`config.mk`:
```
export PLATFORM = sky130hd
export DESIGN_NAME = neopixel_tx
export DESIGN_NICKNAME = d
export VERILOG_FILES = /design/src/rtl/neopixel_tx.sv
export SDC_FILE = /design/constraint.sdc
export NUM_CORES = 1
export LEC_CHECK = 0
export ABC_AREA = 1
export ABC_CLOCK_PERIOD_IN_PS = 5400
export BUFFER_PORTS_ARGS = -buffer_cell sky130_fd_sc_hd__buf_2
export CORE_MARGIN = 2
export CORE_UTILIZATION = 44
export CTS_CLUSTER_DIAMETER = 60
export DETAILED_ROUTE_END_ITERATION = 6
export GPL_ROUTABILITY_DRIVEN = 1
export SETUP_SLACK_MARGIN = 0.15
export SLEW_MARGIN = 0
export SYNTH_ARGS = -nofsm -noshare
export SYNTH_HDL_FRONTEND = slang
export SYNTH_SLANG_ARGS = --single-unit
```
`constraint.sdc`:
```
create_clock -name clock -period 5.4 [get_ports clock]
set_input_delay 0.81 -clock clock [delete_from_list [all_inputs] [get_ports clock]]
set_output_delay 0.81 -clock clock [all_outputs]
set_load 0.005 [all_outputs]
```
`src/rtl/neopixel_tx.sv`:
```
// NeoPixel (WS2812-style) serial transmitter: 5-pixel GRB color store, 120-bit frame, latch gap.
// Optional NEOPIXEL_CLEAR_AFTER_SEND_EN clears the color store when the last data bit completes.
module neopixel_tx #(
  parameter int unsigned T0H    = 18,
  parameter int unsigned T1H    = 35,
  parameter int unsigned TBIT   = 63,
  parameter int unsigned TRESET = 2500
) (
  input  logic       clock,
  input  logic       reset,
  input  logic [2:0] pixel_index,
  input  logic [1:0] color_index,
  input  logic [7:0] color_level,
  input  logic       load_color,
  input  logic       send_it,
  output logic       neo_data,
  output logic       ready_to_load,
  output logic       ready_to_send,
  output logic       begin_send,
  output logic       done_send,
  output logic       done_wait
);

  localparam int unsigned NBITS = 120;
  localparam int unsigned BW    = 7;
  localparam int unsigned CMAX  = (TBIT > TRESET) ? TBIT : TRESET;
  localparam int unsigned CW    = $clog2(CMAX + 1);

`ifdef NEOPIXEL_CLEAR_AFTER_SEND_EN
  localparam bit CLEAR_AFTER_SEND = 1'b1;
`else
  localparam bit CLEAR_AFTER_SEND = 1'b0;
`endif

  typedef enum logic [1:0] {IDLE, SEND, LATCH} state_t;

  state_t          state, state_n;
  logic [CW-1:0]   cyc, cyc_n;
  logic [BW-1:0]   bit_idx, bit_n;
  // Store held in transmit order: frame bit k lives at frame[NBITS-1-k].
  logic [NBITS-1:0] frame;

  logic          wr_en;
  logic [1:0]    slot;
  logic [BW-1:0] wr_pos;
  logic          clr_en;
  logic          bit_val;
  logic          neo_n, begin_n, done_send_n, done_wait_n, ready_n;

  // Write decode: byte slot within a pixel is green, red, blue.
  always_comb begin
    wr_en  = (state == IDLE) && load_color && (pixel_index <= 3'd4) && (color_index != 2'b11);
    slot   = 2'd2;
    if (color_index == 2'b01)      slot = 2'd0;
    else if (color_index == 2'b00) slot = 2'd1;
    wr_pos = BW'(NBITS - 1) - (BW'(pixel_index) * BW'(24) + BW'(slot) * BW'(8));
  end

  // Next-state, counters and next values of the registered outputs.
  always_comb begin
    state_n     = state;
    cyc_n       = cyc;
    bit_n       = bit_idx;
    begin_n     = 1'b0;
    done_send_n = 1'b0;
    clr_en      = 1'b0;
    case (state)
      IDLE: begin
        if (send_it) begin
          state_n = SEND;
          cyc_n   = '0;
          bit_n   = '0;
          begin_n = 1'b1;
        end
      end
      SEND: begin
        if (cyc == CW'(TBIT - 1)) begin
          cyc_n = '0;
          if (bit_idx == BW'(NBITS - 1)) begin
            state_n     = LATCH;
            done_send_n = 1'b1;
            clr_en      = 1'b1;
          end else begin
            bit_n = bit_idx + BW'(1);
          end
        end else begin
          cyc_n = cyc + CW'(1);
        end
      end
      LATCH: begin
        if (cyc == CW'(TRESET - 1)) begin
          state_n = IDLE;
          cyc_n   = '0;
          bit_n   = '0;
        end else begin
          cyc_n = cyc + CW'(1);
        end
      end
      default: state_n = IDLE;
    endcase
    done_wait_n = (state_n == LATCH) && (cyc_n == CW'(TRESET - 1));
    // The bit value is first needed at cycle T0H, so a same-edge write is already visible.
    bit_val     = frame[BW'(NBITS - 1) - bit_n];
    neo_n       = (state_n == SEND) && (cyc_n < (bit_val ? CW'(T1H) : CW'(T0H)));
    ready_n     = (state_n == IDLE);
  end

  always_ff @(posedge clock) begin
    if (!reset) begin
      state         <= IDLE;
      cyc           <= '0;
      bit_idx       <= '0;
      frame         <= '0;
      neo_data      <= 1'b0;
      begin_send    <= 1'b0;
      done_send     <= 1'b0;
      done_wait     <= 1'b0;
      ready_to_load <= 1'b1;
      ready_to_send <= 1'b1;
    end else begin
      state         <= state_n;
      cyc           <= cyc_n;
      bit_idx       <= bit_n;
      neo_data      <= neo_n;
      begin_send    <= begin_n;
      done_send     <= done_send_n;
      done_wait     <= done_wait_n;
      ready_to_load <= ready_n;
      ready_to_send <= ready_n;
      if (wr_en) begin
        frame[wr_pos -: 8] <= color_level;
      end else if (CLEAR_AFTER_SEND && clr_en) begin
        frame <= '0;
      end
    end
  end

endmodule

```
==> results of run 1 <==
==> layout by cell type, fill, tap and decap left out, types with 3 or more instances in the layout <==
cell	Yosys	final
clkbuf_16	0	17
inv_8	0	3
inv_2	11	11
buf_2	19	22
nand3_1	178	178
nand4_1	6	6
o22ai_1	4	4
clkinv_4	0	5
o21ai_0	124	124
nand2_1	146	146
inv_6	0	3
xor2_1	5	5
o211ai_1	4	4
ha_1	16	16
a21oi_1	109	109
nand2_2	6	6
nor3_1	43	43
inv_1	111	111
nor2_1	96	96
nor3_2	4	4
dfxtp_1	146	146
buf_4	8	10
==> metal layers <==
metal  up-vias  track usage [%]
li1       3677                -
met1      3300             33.7
met2       163             38.9
met3        30             4.53
met4         0             9.26
met5         -                0
==> layout make-up <==
| class | count | area share (%) |
|---|---|---|
| Clock buffer | 18 | 5.28 |
| Clock inverter | 14 | 1.79 |
| Multi-Input combinational cell | 773 | 46.7 |
| Inverter | 123 | 5.58 |
| Sequential cell | 146 | 35.1 |
| Tap cell | 220 | 3.31 |
| Timing Repair Buffer | 32 | 2.22 |
==> registers in the layout, indices dropped and copies added (netlist names) <==
signal and cells:
frame 120, done_wait 1, done_send 1, bit_idx 7, ready_to_send 1, neo_data 1, cyc 12, state 2
begin_send 1
==> critical path, cell delays in order, from the launching register on <==
cell	delay, ns
dfxtp_1	0.31
inv_1	0.10
ha_1	0.20
inv_1	0.06
nor2_2	0.11
nand2_1	0.09
nor2_4	0.22
nand2_2	0.10
nand3_4	0.06
buf_4	0.45
nand2_4	0.54
inv_4	0.38
nand2_1	0.08
nand3_1	0.07
nand3_1	0.10
nand3_1	0.16
nand3_1	0.08
nand3_1	0.09
nand3_1	0.12
nand2_1	0.11
inv_1	0.04
ha_1	0.28
a21oi_1	0.15
nand3_1	0.10
nor3_1	0.19
nand2_1	0.08
a21oi_1	0.11
==> power breakdown <==
group / internal (mW) / switching, mW
registers: 1.11 / 0.0143
clock network: 0.662 / 0.521
logic: 0.0692 / 0.196
==> cells by family after synthesis <==
family	count (synthesis)	synth area share [%]
fa+ha+maj	18	3.18
buf+inv	184	9.97
simple gates	494	30.0
xor+xnor	7	0.810
compound gates	254	17.4
flops	146	38.6
==> worst max path at each step <==
| stage | end | cells after the start |
|---|---|---|
| 2_1_floorplan | frame[22]$_SDFFE_PN0P_ | 12 |
| 3_3_place_gp | neo_data$_SDFF_PN0_ | 22 |
| 3_5_place_dp | neo_data$_SDFF_PN0_ | 22 |
| 4_1_cts | neo_data$_SDFF_PN0_ | 26 |
| 5_1_grt | neo_data$_SDFF_PN0_ | 26 |
| 6_report | neo_data$_SDFF_PN0_ | 26 |
==> per-stage QoR <==
stage | cell area (sq um) | hold WS (ns) | std cells | power, mW | util, %
6_report | 8320 | 0.515 | 1326 | 2.57 | 49.8
5_1_grt | 8320 | 0.541 | 1326 | 2.67 | 49.8
4_1_cts | 8320 | 0.513 | 1326 | 2.58 | 49.8
3_5_place_dp | 7740 | 0.493 | 1294 | 1.41 | 46.3
3_3_place_gp | 7740 | 0.493 | 1294 | 1.41 | 46.3
2_1_floorplan | 7570 | 0.478 | 1103 | 1.33 | -
==> flow_summary.yaml, run 1 <==
outcome:
  run_status: "finished, final reports clean"
finish:
  fill_cells: 1711
  multi_input_area_sq_um: 3890
  drive_above_1_share_pct: 8.86
  area_delta_synth_final_pct: 10.0
  diodes: 0
  seq_area_sq_um: 2920
  layout.nets: 1128
cts:
  cts.clk_slew.worst_paths_ns: 0.06
  cts_sinks: 146
  htreeDepth: 4
  insertion_delay_ns: 0.44
  cts_root_buf: "clkbuf_16"
  cts_buffers: 17
  cts_setup_buffers: 0
  post_cts_resized: 0
  cts_hold_buffers: 0
  clk_path_buf_depth: 2
  cts_tree: "done"
routing:
  avgViaCountPerCell: 5.41
  wl_met3_um: 964
  detail-route-antenna-nets: 0
  vias: 7170
  m1WireLength_um: 10200
  wl_per_cell_um: 16.0
  dr_wl_met2_um: 9560
  first_pass_iters: 5
  drtIter0Drc: 652
  post-route-drc-count: 0
  wl_um: 21200
  highest_layer: "met4"
global_route:
  grtUsageTotal_pct: 24.6
  grt_pass1_wl_um: 35400
  grt.overflow.total: 0
  grt_max_degree: 67
  grt_pass1_vias: 6793
  antenna_found_initial: 0
yosys:
  ys_seq_elements: 146
  synth_top_cells_by_count: "nand3_1 (178), dfxtp_1 (146), nand2_1 (146), o21ai_0 (124), inv_1 (111)"
  synth_area_sq_um: 7570
  ys.warnings.count: 0
  avgSynthCellArea_sq_um: 6.86
  ys_async_sr_fraction_pct: 0
  synth_fp_nets: 1138
  synthCells: 1103
  yosysMostFrequentCell: "nand3_1"
  synth_ff_type: "dfxtp_1"
  synth.distinct_cells: 42
  yosysSeqAreaShare_pct: 38.6
  synth_top_area_share_pct: 38.6
  yosys.area.top_type: "dfxtp_1"
  yosys-top-cells-area: "dfxtp_1 (39%), nand3_1 (12%), o21ai_0 (8.2%), nand2_1 (7.2%), a21oi_1 (7.2%)"
  synth-edff-count: 0
die:
  io_pins: 23
  fp.dieH_um: 135
  initial_core_util_pct: 45.3
  row_count: 47
  core-area_sq_um: 16700
  fp.dieArea_sq_um: 18300
  die_x_um: 135
sta:
  rsz0062_at_grt: "false"
  final_hold_viol_count: 0
  fmax_mhz: 222
  fin_ws_ns: 0.887
  skew_ns: 0.0108
  fin_crit_sh_pct: 83.6
  drv_slew: 0
  min_period_ns: 4.51
  tns_ns: 0
  slew_headroom_pct: 31.9
  worstMarginPinSlew_ns: 1.02
  final-setup-viol-count: 0
worst_setup_path:
  worstPathRequired_ns: 5.77
  timing.rr.end: "neo_data$_SDFF_PN0_"
  cp_max_fo: 61
  critPathKind: "register to register"
  start_kind: "register"
  end_kind: "register"
  crit_start: "cyc[0]$_SDFF_PN0_"
  worstReg2RegStart: "cyc[0]$_SDFF_PN0_"
  r2r_slack_ns: 0.89
  reg2reg_depth: 26
  arrival_ns: 4.88
placement:
  place_congestion: 0.867
  dp_hpwl_um: 13900
  io_buffers: 22
  dpl_worst_slack_ns: 0.943
power:
  pwr_density_cell_nw_per_um2: 309
  irDropWorstVdd_mv: 0.241
  p_leak_nw: 3.48
hold_path:
  hp-class: "register to register"
  min_to: "frame[77]$_SDFFE_PN0P_"
  worstHoldPathCells: 2
  hp-start: "frame[77]$_SDFFE_PN0P_"
flow_run:
  maxCapViolCount: 0
(Power assumes the default switching activity.)
==> run 2, diff against run 1 <==
ABC_AREA = 0   (was 1)
ABC_CLOCK_PERIOD_IN_PS = 3800   (was 5400)
clock period = 3.8 ns   (was 5.4 ns; I/O delays follow)
==> run 2 against run 1 <==
Against the previous run: the flow now finishes with violations (negative setup slack); global-route usage is 0.74 points higher; via count shrank 2.0%; wire length increased by 8.9%; utilization increased by 6.8 points; sequential power grew 38%; register-to-register slack got worse by 1.7 ns; non-clock buffer count grew 139; first-iteration DRC count down 38%; flip-flop and latch count unchanged; largest cell class unchanged; highest routed layer unchanged.
==> flow_summary.yaml, run 2 <==
finish:
  drive_above_1_share_pct: 23.7
  area_delta_synth_final_pct: 25.0
  stdcell_area_sq_um: 9830
  diodes: 0
  top_register: "frame"
  largest_register_ffs: 120
  layout.nets: 1080
  mostFrequentLayoutCells: "nor2_1 (165), buf_4 (146), dfxtp_1 (143)"
  fill_cells: 1591
  final_common_cell: "nor2_1"
  top_regs: "frame (120), cyc (12), bit_idx (7)"
  final_core_util_pct: 56.6
die:
  fp.dieH_um: 138
  initial_core_util_pct: 45.3
  core-area_sq_um: 17400
  die_x_um: 138
  fp.dieArea_sq_um: 19000
  row_count: 48
  io_pins: 23
placement:
  placed_cell_area_sq_um: 9170
  io_buffers: 22
  dp_hpwl_um: 17100
  place_congestion: 0.888
sta:
  final-setup-viol-count: 1
  tns_ns: -0.792
  final_hold_viol_count: 0
  fin_crit_sh_pct: 121
  fin_ws_ns: -0.792
  skew_ns: 0.00718
  min_period_ns: 4.59
  worstMarginPinSlew_ns: 0.820
  slew_headroom_pct: 45.3
  fmax_mhz: 218
  rsz0062_at_grt: "true"
  drv_slew: 0
yosys:
  synth_ff_type: "dfxtp_1"
  synth_area_sq_um: 7860
  synth_fp_nets: 937
  ys.warnings.count: 0
  synth_top_cells_by_count: "nor2_1 (165), dfxtp_1 (146), mux2i_1 (137), nand2_1 (84), and2_1 (32)"
  synth-edff-count: 0
  yosys.area.top_type: "dfxtp_1"
  synthCells: 902
  avgSynthCellArea_sq_um: 8.72
  yosysSeqAreaShare_pct: 37.2
  ys_seq_elements: 146
  yosys-top-cells-area: "dfxtp_1 (37%), mux2i_1 (17%), nor2_1 (7.9%), nand2_1 (4.0%), and2_1 (2.5%)"
  synth_top_area_share_pct: 37.2
  synth.distinct_cells: 74
  ys_async_sr_fraction_pct: 0
  yosysMostFrequentCell: "nor2_1"
routing:
  detail-route-antenna-nets: 0
  drtIter0Drc: 407
  post-route-drc-count: 0
  wl_um: 23100
  wl_per_cell_um: 18.0
  first_pass_iters: 5
  avgViaCountPerCell: 5.48
  vias: 7026
worst_setup_path:
  critPathKind: "register to register"
  start_kind: "register"
  cp_max_fo: 10
  end_kind: "register"
  reg2reg_depth: 16
  worstPathRequired_ns: 4.12
  arrival_ns: 4.92
cts:
  cts_buffers: 17
  cts_sinks: 146
  clk_path_buf_depth: 2
  cts_root_buf: "clkbuf_16"
  cts.clk_slew.worst_paths_ns: 0.06
  htreeDepth: 4
  cts_tree: "done"
  cts_hold_buffers: 0
  insertion_delay_ns: 0.43
global_route:
  grt_pass1_wl_um: 36400
  grt.overflow.total: 0
  grt_pass1_vias: 6627
  grtUsageTotal_pct: 25.4
  antenna_found_initial: 0
  grt_max_degree: 77
power:
  pwr-share-clk_pct: 46.6
  combPwrFrac_pct: 10.2
  intPower_mw: 2.63
  irDropWorstVdd_mv: 0.304
  pwr-share-seq_pct: 43.2
  p_sw_mw: 0.951
  p_leak_nw: 3.82
  pwr_density_cell_nw_per_um2: 364
  swShare_pct: 26.5
hold_path:
  worstHoldPathCells: 3
  hp-class: "primary input to register"
outcome:
  run_status: "complete, but fails checks"
  violations: "negative setup slack"
flow_run:
  maxCapViolCount: 0
run 2: cell types whose count changed in the layout (fill, tap and decap cells not counted), moves of 11 or more:
cell | previous run | this run
mux2i_1 | 0 | 137
inv_2 | 11 | 0
o21ai_0 | 124 | 22
buf_4 | 10 | 146
and2_1 | 0 | 32
and3_1 | 2 | 15
a21oi_1 | 109 | 20
inv_1 | 111 | 16
nand3_1 | 178 | 29
a31oi_1 | 1 | 13
nand2_1 | 146 | 84
nor3_1 | 43 | 13
nor2_1 | 96 | 165
run 2: path summary, 6_finish.rpt:
path,endpoint,from,slack [ns]
worst max register to register,neo_data$_SDFF_PN0_,cyc[3]$_SDFF_PN0_,-0.79
worst max-delay path,neo_data$_SDFF_PN0_,cyc[3]$_SDFF_PN0_,-0.79
worst min register to register,frame[42]$_SDFFE_PN0P_,frame[42]$_SDFFE_PN0P_,0.49
worst min-delay path,begin_send$_SDFF_PN0_,reset,0.48
run 2: critical path: stages, from the launching register on:
cell and delay [ns]:
dfxtp_2 0.31, or4b_1 0.50, or4_4 0.54, o211a_4 0.28
or3_4 0.40, buf_4 0.14, buf_4 0.17, nand2_1 0.08
a21oi_1 0.07, o211ai_1 0.24, a31oi_1 0.16, or3_1 0.40
or2_1 0.22, ha_1 0.29, nand3_1 0.07, or4_1 0.42
o21a_1 0.18
run 2: what timing repair did:
action                     in CTS  in global routing
setup endpoints to repair       1                  1
buffers inserted                1                  0
pin swaps                      11                  1
gates resized for setup        10                  5
cloned                          0                  0
run 2: logic make-up after synthesis:
group / after synthesis / share of synthesized area, %
xor+xnor: 11 / 1.23
mux: 151 / 20.2
flops: 146 / 37.2
compound gates: 126 / 11.3
fa+ha+maj: 18 / 3.06
buf+inv: 66 / 4.44
simple gates: 384 / 22.6
run 2: cell type report:
| type | instances | area [sq um] | area share (%) |
|---|---|---|---|
| clock inverters | 11 | 118 | 1.20 |
| repair buffers | 171 | 1260 | 12.8 |
| well taps | 225 | 282 | 2.87 |
| flip-flops and latches | 146 | 2930 | 29.8 |
| clock buffers | 20 | 467 | 4.75 |
| multi-input cells | 690 | 4700 | 47.8 |
| inverters | 19 | 80.1 | 0.815 |
run 2: power by group through the flow:
stage | combinational, mW | sequential (mW) | clock [mW]
6_report | 0.364 | 1.55 | 1.67
5_1_grt | 0.397 | 1.55 | 1.74
4_1_cts | 0.361 | 1.55 | 1.68
3_5_place_dp | 0.358 | 1.58 | 0
3_3_place_gp | 0.357 | 1.58 | 0
2_1_floorplan | 0.225 | 1.58 | 0
run 2: metrics by stage:
step                      setup slack, ns  power, mW  hold WS (ns)  instances
after floorplan                    -0.710       1.80         0.451        902
after global placement             -0.900       1.94         0.471       1250
after detailed placement           -0.913       1.94         0.478       1250
after CTS                          -0.778       3.59         0.476       1282
final                              -0.792       3.58         0.484       1282
after global routing               -0.950       3.69         0.494       1282
run 2: routing by layer:
metal | routed length, um | vias to the layer above | global-route usage, %
li1 | - | 3480 | -
met1 | 10900 | 3332 | 34.5
met2 | 10900 | 188 | 42.0
met3 | 962 | 26 | 3.97
met4 | 352 | 0 | 6.36
met5 | 0 | - | 0
